==> src/rtl/servo_angle_ramp.sv <==
// servo_angle_ramp: multi-channel servo angle stepper driven by an up/down key pair.
// Define SERVO_RAMP_TARGET_EN to add the valid/ready target port with autonomous ramping.
module servo_angle_ramp #(
  parameter int N_CH = 4,
  parameter int ANGLE_W = 8,
  parameter int MIN_ANGLE = 0,
  parameter int MAX_ANGLE = 180,
  parameter int RESET_ANGLE = 90,
  parameter int STEP = 1,
  parameter int TICK_W = 22,
  localparam int SEL_W = N_CH > 1 ? $clog2(N_CH) : 1
) (
  input  logic                    iClk,
  input  logic                    iRst,
  input  logic [1:0]              iKey,
  input  logic [1:0]              iSW,
  input  logic [SEL_W-1:0]        iSel,
  input  logic                    iTgtValid,
  input  logic [SEL_W-1:0]        iTgtCh,
  input  logic [ANGLE_W-1:0]      iTgtAngle,
  output logic                    oTgtReady,
  output logic [N_CH*ANGLE_W-1:0] oAngle,
  output logic [N_CH-1:0]         oBusy
);
  localparam logic [ANGLE_W:0] MIN_V = (ANGLE_W+1)'(MIN_ANGLE);
  localparam logic [ANGLE_W:0] MAX_V = (ANGLE_W+1)'(MAX_ANGLE);
  localparam logic [ANGLE_W:0] STEP_V = (ANGLE_W+1)'(STEP);
  localparam logic [ANGLE_W-1:0] RESET_V = ANGLE_W'(RESET_ANGLE);
  logic keyUp, keyDn, keyAct, mTick;
  logic [TICK_W-1:0] mCnt, inc;
  assign keyUp = iKey == 2'b10;
  assign keyDn = iKey == 2'b01;
  assign keyAct = keyUp | keyDn;
  assign inc = TICK_W'(iSW) + TICK_W'(1);
  assign mTick = keyAct & mCnt[TICK_W-1];
  always_ff @(posedge iClk)
    mCnt <= (iRst || !keyAct || mTick) ? '0 : mCnt + inc;
`ifdef SERVO_RAMP_TARGET_EN
  logic [TICK_W-1:0] rCnt;
  logic anyBusy, rTick, accept;
  logic [ANGLE_W-1:0] tgtClamp;
  assign anyBusy = |oBusy;
  assign rTick = anyBusy & rCnt[TICK_W-1];
  always_ff @(posedge iClk)
    rCnt <= (iRst || !anyBusy || rTick) ? '0 : rCnt + inc;
  // The key owner of a channel wins; a target for it is refused rather than dropped.
  assign oTgtReady = !iRst && (32'(iTgtCh) < N_CH) && !(keyAct && iTgtCh == iSel);
  assign accept = iTgtValid & oTgtReady;
  assign tgtClamp = ANGLE_W'({1'b0, iTgtAngle} > MAX_V ? MAX_V :
                             {1'b0, iTgtAngle} < MIN_V ? MIN_V : {1'b0, iTgtAngle});
`else
  logic unusedTgt;
  assign unusedTgt = ^{iTgtValid, iTgtCh, iTgtAngle};
  assign oTgtReady = 1'b0;
  assign oBusy = '0;
`endif
  for (genvar k = 0; k < N_CH; k++) begin : gCh
    logic [ANGLE_W-1:0] ang, upV, dnV;
    logic [ANGLE_W:0] a;
    logic here;
    assign a = {1'b0, ang};
    assign here = keyAct && iSel == SEL_W'(k);
    assign upV = ANGLE_W'(a + STEP_V > MAX_V ? MAX_V : a + STEP_V);
    assign dnV = ANGLE_W'(a - MIN_V < STEP_V ? MIN_V : a - STEP_V);
    assign oAngle[k*ANGLE_W +: ANGLE_W] = ang;
`ifdef SERVO_RAMP_TARGET_EN
    logic [ANGLE_W-1:0] tgt, rampV;
    logic [ANGLE_W:0] t;
    logic busy, acc;
    assign t = {1'b0, tgt};
    assign acc = accept && iTgtCh == SEL_W'(k);
    assign rampV = ANGLE_W'(t > a ? (t - a <= STEP_V ? t : a + STEP_V)
                                  : (a - t <= STEP_V ? t : a - STEP_V));
    assign oBusy[k] = busy;
    always_ff @(posedge iClk)
      if (iRst) begin
        busy <= 1'b0;
        tgt <= RESET_V;
      end else if (here) busy <= 1'b0;
      else if (acc) begin
        tgt <= tgtClamp;
        busy <= tgtClamp != ang;
      end else if (busy && rTick && rampV == tgt) busy <= 1'b0;
`endif
    always_ff @(posedge iClk)
      if (iRst) ang <= RESET_V;
      else if (here && mTick) ang <= keyUp ? upV : dnV;
`ifdef SERVO_RAMP_TARGET_EN
      else if (!acc && busy && rTick) ang <= rampV;
`endif
  end
endmodule

==> config.mk <==
export PLATFORM = sky130hd
export DESIGN_NAME = servo_angle_ramp
export DESIGN_NICKNAME = d
export VERILOG_FILES = /design/src/rtl/servo_angle_ramp.sv
export SDC_FILE = /design/constraint.sdc
export NUM_CORES = 1
export LEC_CHECK = 0
export BUFFER_PORTS_ARGS = -buffer_cell sky130_fd_sc_hd__buf_2
export CORE_ASPECT_RATIO = 0.7
export CORE_MARGIN = 2
export CORE_UTILIZATION = 55
export DETAILED_ROUTE_END_ITERATION = 10
export PLACE_DENSITY = 0.76
export SETUP_SLACK_MARGIN = 0.15
export SLEW_MARGIN = 20
export SYNTH_ARGS = -nofsm -noshare
export SYNTH_HDL_FRONTEND = slang
export SYNTH_SLANG_ARGS = --single-unit
==> constraint.sdc <==
create_clock -name iClk -period 3.4 [get_ports iClk]
set_clock_uncertainty 0.2 [all_clocks]
set_input_delay 0.34 -clock iClk [delete_from_list [all_inputs] [get_ports iClk]]
set_output_delay 0.34 -clock iClk [all_outputs]
set_load 0.05 [all_outputs]
After elaboration in Yosys (flattened, before gate mapping) --
Index checks and enable logic that the tools add are counted.
Word-level totals: bits in registers 54, bits of input ports 19, output and inout port bits 37, word-level logic and storage cells 54
Cells by class: add/subtract/negate cells 10, $lt $le $gt $ge 8, equal/unequal tests 5, mux-type cells 12, bitwise logic cells 2, reduce and logical (&&, ||, !) cells 12
Operators by type and width (number):
- $mux 8 | 12
- $add 8x1->9 const B | 4
- $gt 9x8->1 const B | 4
- $lt 8x1->1 const B | 4
- $sub 8x1->8 const B | 4
- $add 22x3->22 | 1
- $logic_and 1x1->1 | 8
- $eq 2x2->1 const B | 3
- $eq 2x1->1 const B | 2
- $add 2x1->3 const B | 1
- $logic_not 2->1 | 1
- $logic_or 1x1->1 | 2
- $and 1x1->1 | 1
- $logic_not 1->1 | 1
- $or 1x1->1 | 1

Depth between registers and ports, before layout --
Gate-level depths: netlist of run 1.
word-level depth 5, mapped depth 10, gate-level depth less buffers 9

Least setup slack after synthesis of run 1 --
Ideal clock, no wire load.
kind reg-to-reg, start point register gCh[3].ang[1], end point register gCh[3].ang[6], setup time 0.122 ns, arrival 2.352 ns, required time 3.078 ns, path slack 0.726 ns, cell stages (with the launch flop) 9, path buffers 1, period minus slack after synthesis 2.674 ns, path through dfxtp_1 > ha_1 > buf_2 > nand3_1 > xor2_1 > a21o_1 > o311a_4 > a21o_1 > a221o_1
Between the ends: word-level cells in the longest chain between the ends 4, elaborated cells on any way between the ends 7, those cells by class 2 x add/sub; 2 x order compare; 3 x mux
Ends and longest elaborated chain:
- start, declared | RTL line 58 | logic [ANGLE_W-1:0] ang, upV, dnV;
- start signal, assigned | RTL line 87 | else if (here && mTick) ang <= keyUp ? upV : dnV;
- $add 8x1->9 | RTL line 63 | assign upV = ANGLE_W'(a + STEP_V > MAX_V ? MAX_V : a + STEP_V);
- $gt 9x8->1 | RTL line 63
- $mux 8 | RTL line 63
- $mux 8 * | RTL line 87
Mark *: on every way between the ends. The rest lies on a longest branch, timed or not. A chain may end at the register's enable or synchronous reset.

Worst setup path in the final report of run 1 --
Same ends and word-level chain as after synthesis.

==> reports/qor.csv, run 1 <==
stage;metric;value;unit
final_layout;Ant. Diodes;0;
run;Max-cap violations;0;
critical_path;crit start category;flip-flop;
timing;slack of the critical path;0.791;ns
global_route;number of global-route vias before repair;3587;
final_layout;final net count;608;
synth;post-synth cell types;74;
floorplan;Die Ht;76.9;um
pwr;Power per Cell Area;270;nW/um2
clock_tree;Root Buffer;clkbuf_8;
place;dpl ws;0.831;ns
floorplan;width of the chip;108;um
place;gpl congestion;0.893;
final_layout;Area Overhead vs Synth;6.11;%
detailed_routing;initial DRC count;414;
worst_hold_path;HP Class;input pin to flip-flop;
timing;Pins Over Slew Limit;0;
clock_tree;clock sinks;54;
final_layout;Finished Core Util;0.606;
critical_path;R2R cell count;7;
timing;setup TNS;0;ns
detailed_routing;DRC;0;
global_route;initial antenna violation count;0;
timing;Final setup viols;0;
critical_path;CP Class;flip-flop to flip-flop;
synth;synthesized area;4180;um2
critical_path;FF-to-FF setup slack;0.79;ns
floorplan;Placeable Area;7320;um2
place;port bufs;39;
clock_tree;setup bufs post-CTS;0;
critical_path;Critical Path AT;2.60;ns
detailed_routing;routed wire length per instance;14.5;um
clock_tree;cts repair resizes;0;
pwr;LEAKAGE;1.54;nW
critical_path;Reg-to-Reg End;gCh[3].ang[6]$_SDFFE_PP1P_;
global_route;GRT Util Overall;0.240;
critical_path;Crit. End Element;flip-flop;
final_layout;layout cells sized above 1;0.117;
synth;FF+latch count, synth;54;
critical_path;worst endpoint required time;3.39;ns
floorplan;I/O Pins;56;
pwr;clock share of power;0.365;
clock_tree;clock latency on the worst-skew pair;0.30;ns
timing;Slew Limit Headroom;0.477;
global_route;first-pass GRT wire length;16900;um
timing;Least-Margin Pin Slew;0.778;ns
pwr;Max IR drop VDD;184;uV
synth;Seq/Total Area, Yosys;0.259;
floorplan;die area;8320;um2
clock_tree;# hold bufs at CTS;0;
timing;maximum clock frequency;0.383;GHz
detailed_routing;overall routed net length;9710;um
clock_tree;Max clock buf depth;2;
clock_tree;cts bufs inserted;5;
global_route;largest net degree at the start of global routing;43;
timing;final hold vios;0;
floorplan;FP Rows;26;
status;status;finished, final reports clean;
detailed_routing;post-route ant nets;0;
synth;Synth Instances;565;
synth;Top FF cell, synth;dfxtp_1;
floorplan;Starting Density;0.571;
synth;Async SR Flop Fraction;0;
global_route;GRT overflow;0;
place;post-DP HPWL;6820;um
synth;synth warn;0;
timing;worst hold margin;0.178;ns
worst_hold_path;Hold Path Depth;4;
critical_path;critical path fanouts, max;10;
detailed_routing;DR pass1 iterations;5;
pwr;NetSw;0.294;mW
pwr;Internal;0.905;mW
pwr;Sw Share;0.246;
clock_tree;CTS tree;yes;
pwr;combinational share of power;0.089;
worst_hold_path;HP Start;iSW[0];
pwr;Reg power frac;0.545;
final_layout;Finished Cell Area;4430;um2
timing;Tmin final;2.61;ns
clock_tree;clock-pin slew on the worst setup and hold paths;0.09;ns
timing;crit share post-route;0.767;
place;Post-Place Cell Area;4320;um2
timing;RSZ-0062 raised after global routing;no;
synth;number of synthesized flops with an enable pin;0;
detailed_routing;Via density;6.22;
critical_path;R2R Path Start;gCh[3].ang[1]$_SDFFE_PP1P_;
worst_hold_path;Worst Hold End;mCnt[0]$_SDFF_PP0_;
synth;Mean Syn Cell Area;7.39;um2
clock_tree;H-tree levels;2;
detailed_routing;DR vias;4176;
worst max-delay path, cell delays in order, from the launching register on:
cell	delay, ns
dfxtp_1	0.52
ha_1	0.41
nand3_1	0.13
xor2_1	0.18
a21o_1	0.20
o311a_4	0.35
a21o_1	0.16
a221o_1	0.34
area by class of cell:
cell class	instances	area [um2]
Multi-Input combinational cell	449	2810
Clock inverter	1	30.0
Clock buffer	6	82.6
Tap cell	98	123
Timing Repair Buffer	44	233
Sequential cell	54	1080
Inverter	19	71.3
Fill cell	680	2890
state kept, by name (all words and copies together) (netlist names):
signal,count
gCh.ang,32
mCnt,22
cells in the mapped netlist (all sizes together), types with 13 or more instances:
master  number  share of area
xor2        15          0.031
nand3       19          0.023
ha          15          0.045
nand2       56          0.050
inv         19          0.017
nor3        22          0.029
a21oi       33          0.040
nor4        13          0.025
buf         19          0.029
o21ai       46          0.056
nor2        63          0.057
dfxtp       54           0.26
clkbuf      28          0.025
per-layer routing:
layer  share of wire  wire length (um)  track usage
met1            0.49              4800        0.366
met2            0.43              4220        0.363
met3           0.065               635       0.0340
met4          0.0057                55       0.0359
met5               0                 0            0
worst max path at each step:
stage | startpoint | to | slack (ns)
6_report | gCh[3].ang[1]$_SDFFE_PP1P_ | gCh[3].ang[6]$_SDFFE_PP1P_ | 0.79
5_1_grt | gCh[2].ang[0]$_SDFFE_PP0P_ | gCh[2].ang[3]$_SDFFE_PP1P_ | 0.42
4_1_cts | gCh[3].ang[1]$_SDFFE_PP1P_ | gCh[3].ang[6]$_SDFFE_PP1P_ | 0.82
3_5_place_dp | gCh[3].ang[1]$_SDFFE_PP1P_ | gCh[3].ang[6]$_SDFFE_PP1P_ | 0.83
3_3_place_gp | gCh[3].ang[1]$_SDFFE_PP1P_ | gCh[3].ang[6]$_SDFFE_PP1P_ | 0.88
2_1_floorplan | gCh[3].ang[1]$_SDFFE_PP1P_ | gCh[3].ang[6]$_SDFFE_PP1P_ | 0.73
power by group through the flow:
stage	logic [mW]	registers (mW)	clock network, mW
floorplan	0.0817	0.672	0
global placement	0.104	0.668	0
detailed placement	0.106	0.668	0
CTS	0.106	0.654	0.447
global route	0.118	0.656	0.475
finish	0.107	0.654	0.438
through the flow:
stage	total power [mW]	std cells
2_1_floorplan	0.754	569
3_3_place_gp	0.772	664
3_5_place_dp	0.775	664
4_1_cts	1.21	671
5_1_grt	1.25	671
6_report	1.20	671
cells in the final DEF, fill, tap and decap left out, drive strengths merged, types with 5 or more instances in the layout:
master	n
o31ai	6
xnor2	6
nand3	19
mux2i	6
buf	44
a31oi	12
nor3	22
nand2b	12
nor2	63
and4	5
nand2	56
nor4	13
a21oi	33
and3	9
o21ai	46
inv	19
xor2	15
conb	5
nor2b	6
o211ai	7
or3	12
ha	15
clkbuf	6
dfxtp	54
nand4	7
a211oi	6
cells by family after synthesis:
logic type / count (synthesis) / synth area share
multiplexers: 9 / 0.0225
AND/OR/NAND/NOR: 243 / 0.304
flip-flops: 54 / 0.259
other: 1 / 0.000898
buffers and inverters: 66 / 0.0716
AO/OA/AOI/OAI: 155 / 0.248
adder cells (fa/ha/maj): 16 / 0.0497
XOR/XNOR: 21 / 0.0440
No activity file was read; power rests on OpenSTA's default activity.
==> run 2, diff against run 1 <==
==> constraint.sdc (replaced) <==
create_clock -name iClk -period 2.6 [get_ports iClk]
set_clock_uncertainty 0.2 [all_clocks]
set_input_delay 0.26 -clock iClk [delete_from_list [all_inputs] [get_ports iClk]]
set_output_delay 0.26 -clock iClk [all_outputs]
set_load 0.05 [all_outputs]
==> run 2 against run 1 <==
  * Maximum frequency grew 11%
  * First-iteration DRC count is 18% lower
  * Largest power group unchanged
  * Power is 32% higher
  * Hold slack lost 0.10 ns
  * Largest cell class unchanged
==> reports/qor.csv, run 2 (synthesized netlist as in run 1, its figures left out) <==
stage;metric;value;unit;change
final_layout;final net count;623;;+2.5%
final_layout;Area Overhead vs Synth;10.4;%;
clock_tree;Root Buffer;clkbuf_8;;
critical_path;critical path fanouts, max;11;;+1
floorplan;die area;8320;um2;unchanged
critical_path;crit start category;flip-flop;;
critical_path;R2R cell count;6;;-1
pwr;Max IR drop VDD;221;uV;+20%
final_layout;Ant. Diodes;0;;unchanged
timing;crit share post-route;0.906;;+0.139
final_layout;top flop regs;gCh.ang: 32 flops, mCnt: 22 flops;;
floorplan;FP Rows;26;;unchanged
clock_tree;Max clock buf depth;2;;unchanged
clock_tree;CTS tree;yes;;
global_route;largest net degree at the start of global routing;43;;unchanged
floorplan;Die Ht;76.9;um;unchanged
detailed_routing;initial DRC count;338;;-18%
place;port bufs;39;;unchanged
worst_hold_path;Hold Path Depth;4;;unchanged
timing;Slew Limit Headroom;0.633;;+0.156
detailed_routing;DR pass1 iterations;5;;unchanged
detailed_routing;DRC;0;;unchanged
status;status;finished, final reports clean;;
final_layout;Finished Cell Area;4610;um2;+4.0%
place;Post-Place Cell Area;4460;um2;+3.3%
detailed_routing;DR vias;4203;;+0.65%
worst_hold_path;Worst Hold End;mCnt[0]$_SDFF_PP0_;;
timing;Tmin final;2.36;ns;-0.253 ns
run;Max-cap violations;0;;unchanged
final_layout;most frequent cells in the layout;nor2_1 (63), nand2_1 (56), dfxtp_1 (45);;
timing;Final setup viols;0;;unchanged
floorplan;Placeable Area;7320;um2;unchanged
critical_path;FF-to-FF setup slack;0.24;ns;-0.55 ns
global_route;initial antenna violation count;0;;unchanged
detailed_routing;routed wire length per instance;15.0;um;+3.8%
final_layout;layout cells sized above 1;0.163;;+0.0461
worst_hold_path;HP Start;iSW[0];;
clock_tree;cts bufs inserted;5;;unchanged
clock_tree;clock sinks;54;;unchanged
floorplan;width of the chip;108;um;unchanged
place;gpl congestion;0.906;;+1.5%
final_layout;multi-input combinational cell area;2850;um2;+1.5%
timing;Least-Margin Pin Slew;0.546;ns;-0.232 ns
global_route;first-pass GRT wire length;17200;um;+1.9%
timing;maximum clock frequency;0.424;GHz;+11%
clock_tree;clock latency on the worst-skew pair;0.31;ns;about the same
timing;final hold vios;0;;unchanged
clock_tree;H-tree levels;2;;unchanged
timing;RSZ-0062 raised after global routing;yes;;
final_layout;Fillers;678;;-0.29%
place;post-DP HPWL;7350;um;+7.8%
clock_tree;clock-pin slew on the worst setup and hold paths;0.10;ns;about the same
final_layout;largest reg by FF count;gCh.ang;;
detailed_routing;Via density;6.12;;-1.7%
critical_path;Critical Path AT;2.38;ns;-0.22 ns
worst_hold_path;HP Class;input pin to flip-flop;;
final_layout;commonest non-fill, non-tap cell in the layout;nor2_1;;
pwr;LEAKAGE;1.61;nW;+4.4%
pwr;Power per Cell Area;344;nW/um2;+27%
final_layout;max reg flops;32;;unchanged
timing;Pins Over Slew Limit;0;;unchanged
timing;setup TNS;0;ns;unchanged
global_route;number of global-route vias before repair;3759;;+4.8%
detailed_routing;post-route ant nets;0;;unchanged
detailed_routing;overall routed net length;10300;um;+6.3%
clock_tree;setup bufs post-CTS;0;;unchanged
critical_path;CP Class;flip-flop to flip-flop;;
final_layout;Seq. cell area;1090;um2;+1.0%
critical_path;Crit. End Element;flip-flop;;
global_route;GRT Util Overall;0.247;;+0.00742
floorplan;Starting Density;0.571;;unchanged
global_route;GRT overflow;0;;unchanged
floorplan;I/O Pins;56;;unchanged
critical_path;Reg-to-Reg End;gCh[0].ang[5]$_SDFFE_PP0P_;;
critical_path;worst endpoint required time;2.62;ns;-0.77 ns
critical_path;R2R Path Start;gCh[0].ang[3]$_SDFFE_PP1P_;;
-- run 2: cell types whose count changed in the layout (fill, tap and decap cells not counted), sizes merged --
| cell | previous run | this run |
|---|---|---|
| clkinvlp | 0 | 2 |
| clkbuf | 6 | 5 |
| buf | 44 | 59 |
-- run 2: final cells by class --
type	count	share of cell area
multi-input cells	449	0.619
flip-flops and latches	54	0.237
repair buffers	59	0.0776
well taps	98	0.0266
inverters	19	0.0155
clock buffers	5	0.0149
clock inverters	3	0.00977
-- run 2: timing repair --
item	4_1_cts	5_1_grt
hold buffers	0	0
endpoints found under the setup margin	0	11
resized for setup	0	5
-- run 2: worst max-delay path, stage by stage, from the launching register on --
cell      delay [ns]
dfxtp_1         0.58
nand4_2         0.23
or4_1           0.54
o31ai_1         0.15
o21ai_2         0.15
and2_1          0.20
a211oi_1        0.21
-- run 2: worst max path at each step --
stage,start,to,slack [ns]
after floorplan,gCh[1].ang[0]$_SDFFE_PP0P_,gCh[1].ang[0]$_SDFFE_PP0P_,0.15
after global placement,gCh[3].ang[1]$_SDFFE_PP1P_,gCh[3].ang[6]$_SDFFE_PP1P_,0.25
after detailed placement,gCh[3].ang[1]$_SDFFE_PP1P_,gCh[3].ang[6]$_SDFFE_PP1P_,0.20
after CTS,gCh[3].ang[1]$_SDFFE_PP1P_,gCh[3].ang[6]$_SDFFE_PP1P_,0.19
after global routing,gCh[0].ang[3]$_SDFFE_PP1P_,gCh[0].ang[5]$_SDFFE_PP0P_,0.10
final,gCh[0].ang[3]$_SDFFE_PP1P_,gCh[0].ang[5]$_SDFFE_PP0P_,0.24
-- run 2: through the flow --
| stage | worst slack, ns | hold WS [ns] | total power, mW | cells | util |
|---|---|---|---|---|---|
| after detailed placement | 0.202 | 0.272 | 1.02 | 679 | 0.610 |
| final | 0.244 | 0.0788 | 1.59 | 687 | 0.630 |
| after global placement | 0.252 | 0.240 | 1.02 | 679 | 0.610 |
| after global routing | 0.102 | 0.112 | 1.64 | 687 | 0.630 |
| after floorplan | 0.151 | 0.227 | 0.986 | 569 | - |
| after CTS | 0.189 | 0.0753 | 1.59 | 687 | 0.625 |
-- run 2: report_power, final --
part | internal [mW] | leakage (nW) | switching [mW]
clock network | 0.287 | 0.0504 | 0.291
registers | 0.836 | 0.436 | 0.0170
logic | 0.0475 | 1.13 | 0.110
total | 1.17 | 1.61 | 0.417
-- run 2: per-layer routing --
metal	global-route usage	wire, um
met2	0.391	4520
met1	0.361	5070
met5	0	0
met4	0.0462	67
met3	0.0340	660
==> run 3, diff against run 2 <==
--- a/config.mk
+++ b/config.mk
@@ -8,9 +8,9 @@
 export BUFFER_PORTS_ARGS = -buffer_cell sky130_fd_sc_hd__buf_2
 export CORE_ASPECT_RATIO = 0.7
 export CORE_MARGIN = 2
-export CORE_UTILIZATION = 55
+export CORE_UTILIZATION = 59
 export DETAILED_ROUTE_END_ITERATION = 10
-export PLACE_DENSITY = 0.76
+export PLACE_DENSITY = 0.8
 export SETUP_SLACK_MARGIN = 0.15
 export SLEW_MARGIN = 20
 export SYNTH_ARGS = -nofsm -noshare
==> constraint.sdc (replaced) <==
create_clock -name iClk -period 2.6 [get_ports iClk]
set_clock_uncertainty 0.2 [all_clocks]
set_input_delay 0.26 -clock iClk [delete_from_list [all_inputs] [get_ports iClk]]
set_output_delay 0.26 -clock iClk [all_outputs]
set_load 0.1 [all_outputs]
==> run 3 against run 2 <==
  * Non-clock buffer count is 4 lower
  * Sequential share of layout area up 1.2 points
  * Design area fell by 0.33%
  * Clock-buffer cell count stayed put
  * Register-to-register slack better by 0.04 ns
  * Hold slack got worse by 0.0011 ns
  * Clock power about the same
  * Largest power group unchanged
==> reports/qor.csv, run 3 (synthesized netlist as in run 1, its figures left out) <==
stage;metric;value;unit;change
critical_path;Cell Chain, Critical Path;ha_2, nand3_1, xor2_1, a21o_1, o311a_4, a21o_1, a221o_1;;
timing;setup TNS;0;ns;unchanged
critical_path;R2R cell count;7;;+1
global_route;first-pass GRT wire length;17400;um;+1.3%
clock_tree;Root Buffer;clkbuf_8;;
timing;RSZ-0062 raised after global routing;no;;
place;dpl ws;0.203;ns;+0.000998 ns
detailed_routing;Via density;6.31;;+3.2%
worst_hold_path;HP Start;iSW[0];;
timing;Tmin final;2.32;ns;-0.0375 ns
worst_hold_path;HP Class;input pin to flip-flop;;
detailed_routing;DR pass1 iterations;4;;-1
pwr;Power per Cell Area;350;nW/um2;+1.6%
critical_path;critical path's slowest cell;dfxtp_4;;
critical_path;Worst path top cell family by delay;compound AO/OA/AOI/OAI gates;;
timing;crit share post-route;0.892;;-0.0144
final_layout;Seq. cell area;1140;um2;+4.6%
floorplan;Placeable Area;6790;um2;-7.3%
global_route;initial antenna violation count;0;;unchanged
detailed_routing;post-route ant nets;0;;unchanged
detailed_routing;initial DRC count;256;;-24%
final_layout;Ant. Diodes;0;;unchanged
critical_path;worst stage delay on the critical path;0.42;ns;-0.16 ns
clock_tree;CTS tree;yes;;
floorplan;Starting Density;0.615;;+0.0447
final_layout;Fillers;601;;-11%
critical_path;CP dominant cell by count;a21o_1;;
detailed_routing;DR vias;4287;;+2.0%
pwr;LEAKAGE;1.60;nW;-0.78%
clock_tree;cts bufs inserted;5;;unchanged
detailed_routing;overall routed net length;10400;um;+0.74%
final_layout;final net count;619;;-0.64%
run;Max-cap violations;0;;unchanged
clock_tree;clock sinks;54;;unchanged
floorplan;width of the chip;105;um;-3.3%
clock_tree;setup bufs post-CTS;0;;unchanged
floorplan;FP Rows;25;;-3.8%
final_layout;max reg flops;32;;unchanged
final_layout;largest reg by FF count;gCh.ang;;
final_layout;commonest non-fill, non-tap cell in the layout;nor2_1;;
timing;maximum clock frequency;0.431;GHz;+1.6%
critical_path;crit start category;flip-flop;;
timing;worst hold margin;0.0777;ns;-0.00110 ns
clock_tree;H-tree levels;2;;unchanged
global_route;GRT Util Overall;0.268;;+0.0202
pwr;Max IR drop VDD;264;uV;+19%
final_layout;most frequent cells in the layout;nor2_1 (63), nand2_1 (56), o21ai_0 (44);;
critical_path;FF-to-FF setup slack;0.28;ns;+0.04 ns
place;gpl congestion;0.933;;+2.9%
worst_hold_path;Hold Path Depth;4;;unchanged
floorplan;die area;7780;um2;-6.5%
place;port bufs;39;;unchanged
timing;Least-Margin Pin Slew;0.736;ns;+0.190 ns
critical_path;Reg-to-Reg End;gCh[3].ang[6]$_SDFFE_PP1P_;;
clock_tree;Max clock buf depth;2;;unchanged
global_route;largest net degree at the start of global routing;23;;-47%
place;post-DP HPWL;7360;um;about the same
timing;Final setup viols;0;;unchanged
floorplan;Die Ht;74.4;um;-3.3%
critical_path;worst endpoint required time;2.61;ns;about the same
critical_path;R2R Path Start;gCh[3].ang[1]$_SDFFE_PP1P_;;
clock_tree;clock-pin slew on the worst setup and hold paths;0.10;ns;about the same
global_route;number of global-route vias before repair;3816;;+1.5%
timing;final hold vios;0;;unchanged
status;status;finished, final reports clean;;
final_layout;top flop regs;gCh.ang: 32 flops, mCnt: 22 flops;;
clock_tree;clock latency on the worst-skew pair;0.32;ns;about the same
critical_path;critical path fanouts, max;10;;-1
critical_path;Critical Path AT;2.33;ns;-0.05 ns
floorplan;I/O Pins;56;;unchanged
critical_path;Crit. End Element;flip-flop;;
final_layout;layout cells sized above 1;0.190;;+0.0268
global_route;GRT overflow;0;;unchanged
final_layout;Area Overhead vs Synth;10.0;%;
final_layout;multi-input combinational cell area;2840;um2;-0.57%
timing;Slew Limit Headroom;0.505;;-0.128
critical_path;CP Class;flip-flop to flip-flop;;
timing;Pins Over Slew Limit;0;;unchanged
critical_path;Worst Path Buf+Inv;0;;unchanged
worst_hold_path;Worst Hold End;mCnt[0]$_SDFF_PP0_;;
detailed_routing;DRC;0;;unchanged
timing;slack of the critical path;0.282;ns;+0.0375 ns
detailed_routing;routed wire length per instance;15.3;um;+1.9%
==> run 3: cell types whose count changed in the layout (fill, tap and decap cells not counted), sizes merged <==
cell      before  now
buf           59   55
clkinv         0    1
clkinvlp       2    0
inv           19   20
==> run 3: tightest hold or removal path: cells and delay by family <==
kind | cells | cell delay, ns
fa+ha+maj | 1 | 0.12
buf+inv | 2 | 0.13
simple gates | 1 | 0.04
==> run 3: metal layers <==
metal	global-route usage	wire length, um	share of wire
met5	0	0	0
met2	0.439	4620	0.44
met3	0.0447	805	0.077
met1	0.377	4910	0.47
met4	0.0578	60	0.0058
==> run 3: worst max-delay path by stage <==
stage,from,endpoint,cells past startpoint
after global placement,gCh[3].ang[1]$_SDFFE_PP1P_,gCh[3].ang[6]$_SDFFE_PP1P_,7
after floorplan,gCh[3].ang[5]$_SDFFE_PP0P_,gCh[3].ang[6]$_SDFFE_PP1P_,7
final,gCh[3].ang[1]$_SDFFE_PP1P_,gCh[3].ang[6]$_SDFFE_PP1P_,7
after CTS,gCh[3].ang[0]$_SDFFE_PP0P_,gCh[3].ang[6]$_SDFFE_PP1P_,7
after detailed placement,gCh[3].ang[0]$_SDFFE_PP0P_,gCh[3].ang[6]$_SDFFE_PP1P_,7
after global routing,gCh[2].ang[0]$_SDFFE_PP0P_,gCh[2].ang[4]$_SDFFE_PP1P_,8
==> run 3: final cells by class <==
type	instances	share of cell area
Sequential cell	54	0.249
Inverter	19	0.0155
Multi-Input combinational cell	449	0.617
Clock buffer	5	0.0150
Tap cell	94	0.0256
Clock inverter	3	0.00953
Timing Repair Buffer	55	0.0686
==> run 3: power by group <==
group	total [mW]	internal (mW)	switching, mW
sequential	0.847	0.826	0.0204
combinational	0.183	0.0437	0.139
clock	0.578	0.289	0.289
==> run 3: per-stage QoR <==
step,power [mW],util,cell area (um2),std cells
floorplan,1.01,-,4250,569
global placement,1.04,0.657,4460,671
detailed placement,1.05,0.657,4460,671
CTS,1.62,0.674,4570,679
global route,1.67,0.677,4600,679
finish,1.61,0.677,4600,679
==> run 3: timing repair <==
action | CTS | global route
setup endpoints to repair | 0 | 8
hold buffers | 0 | 0
resized for setup | 0 | 4
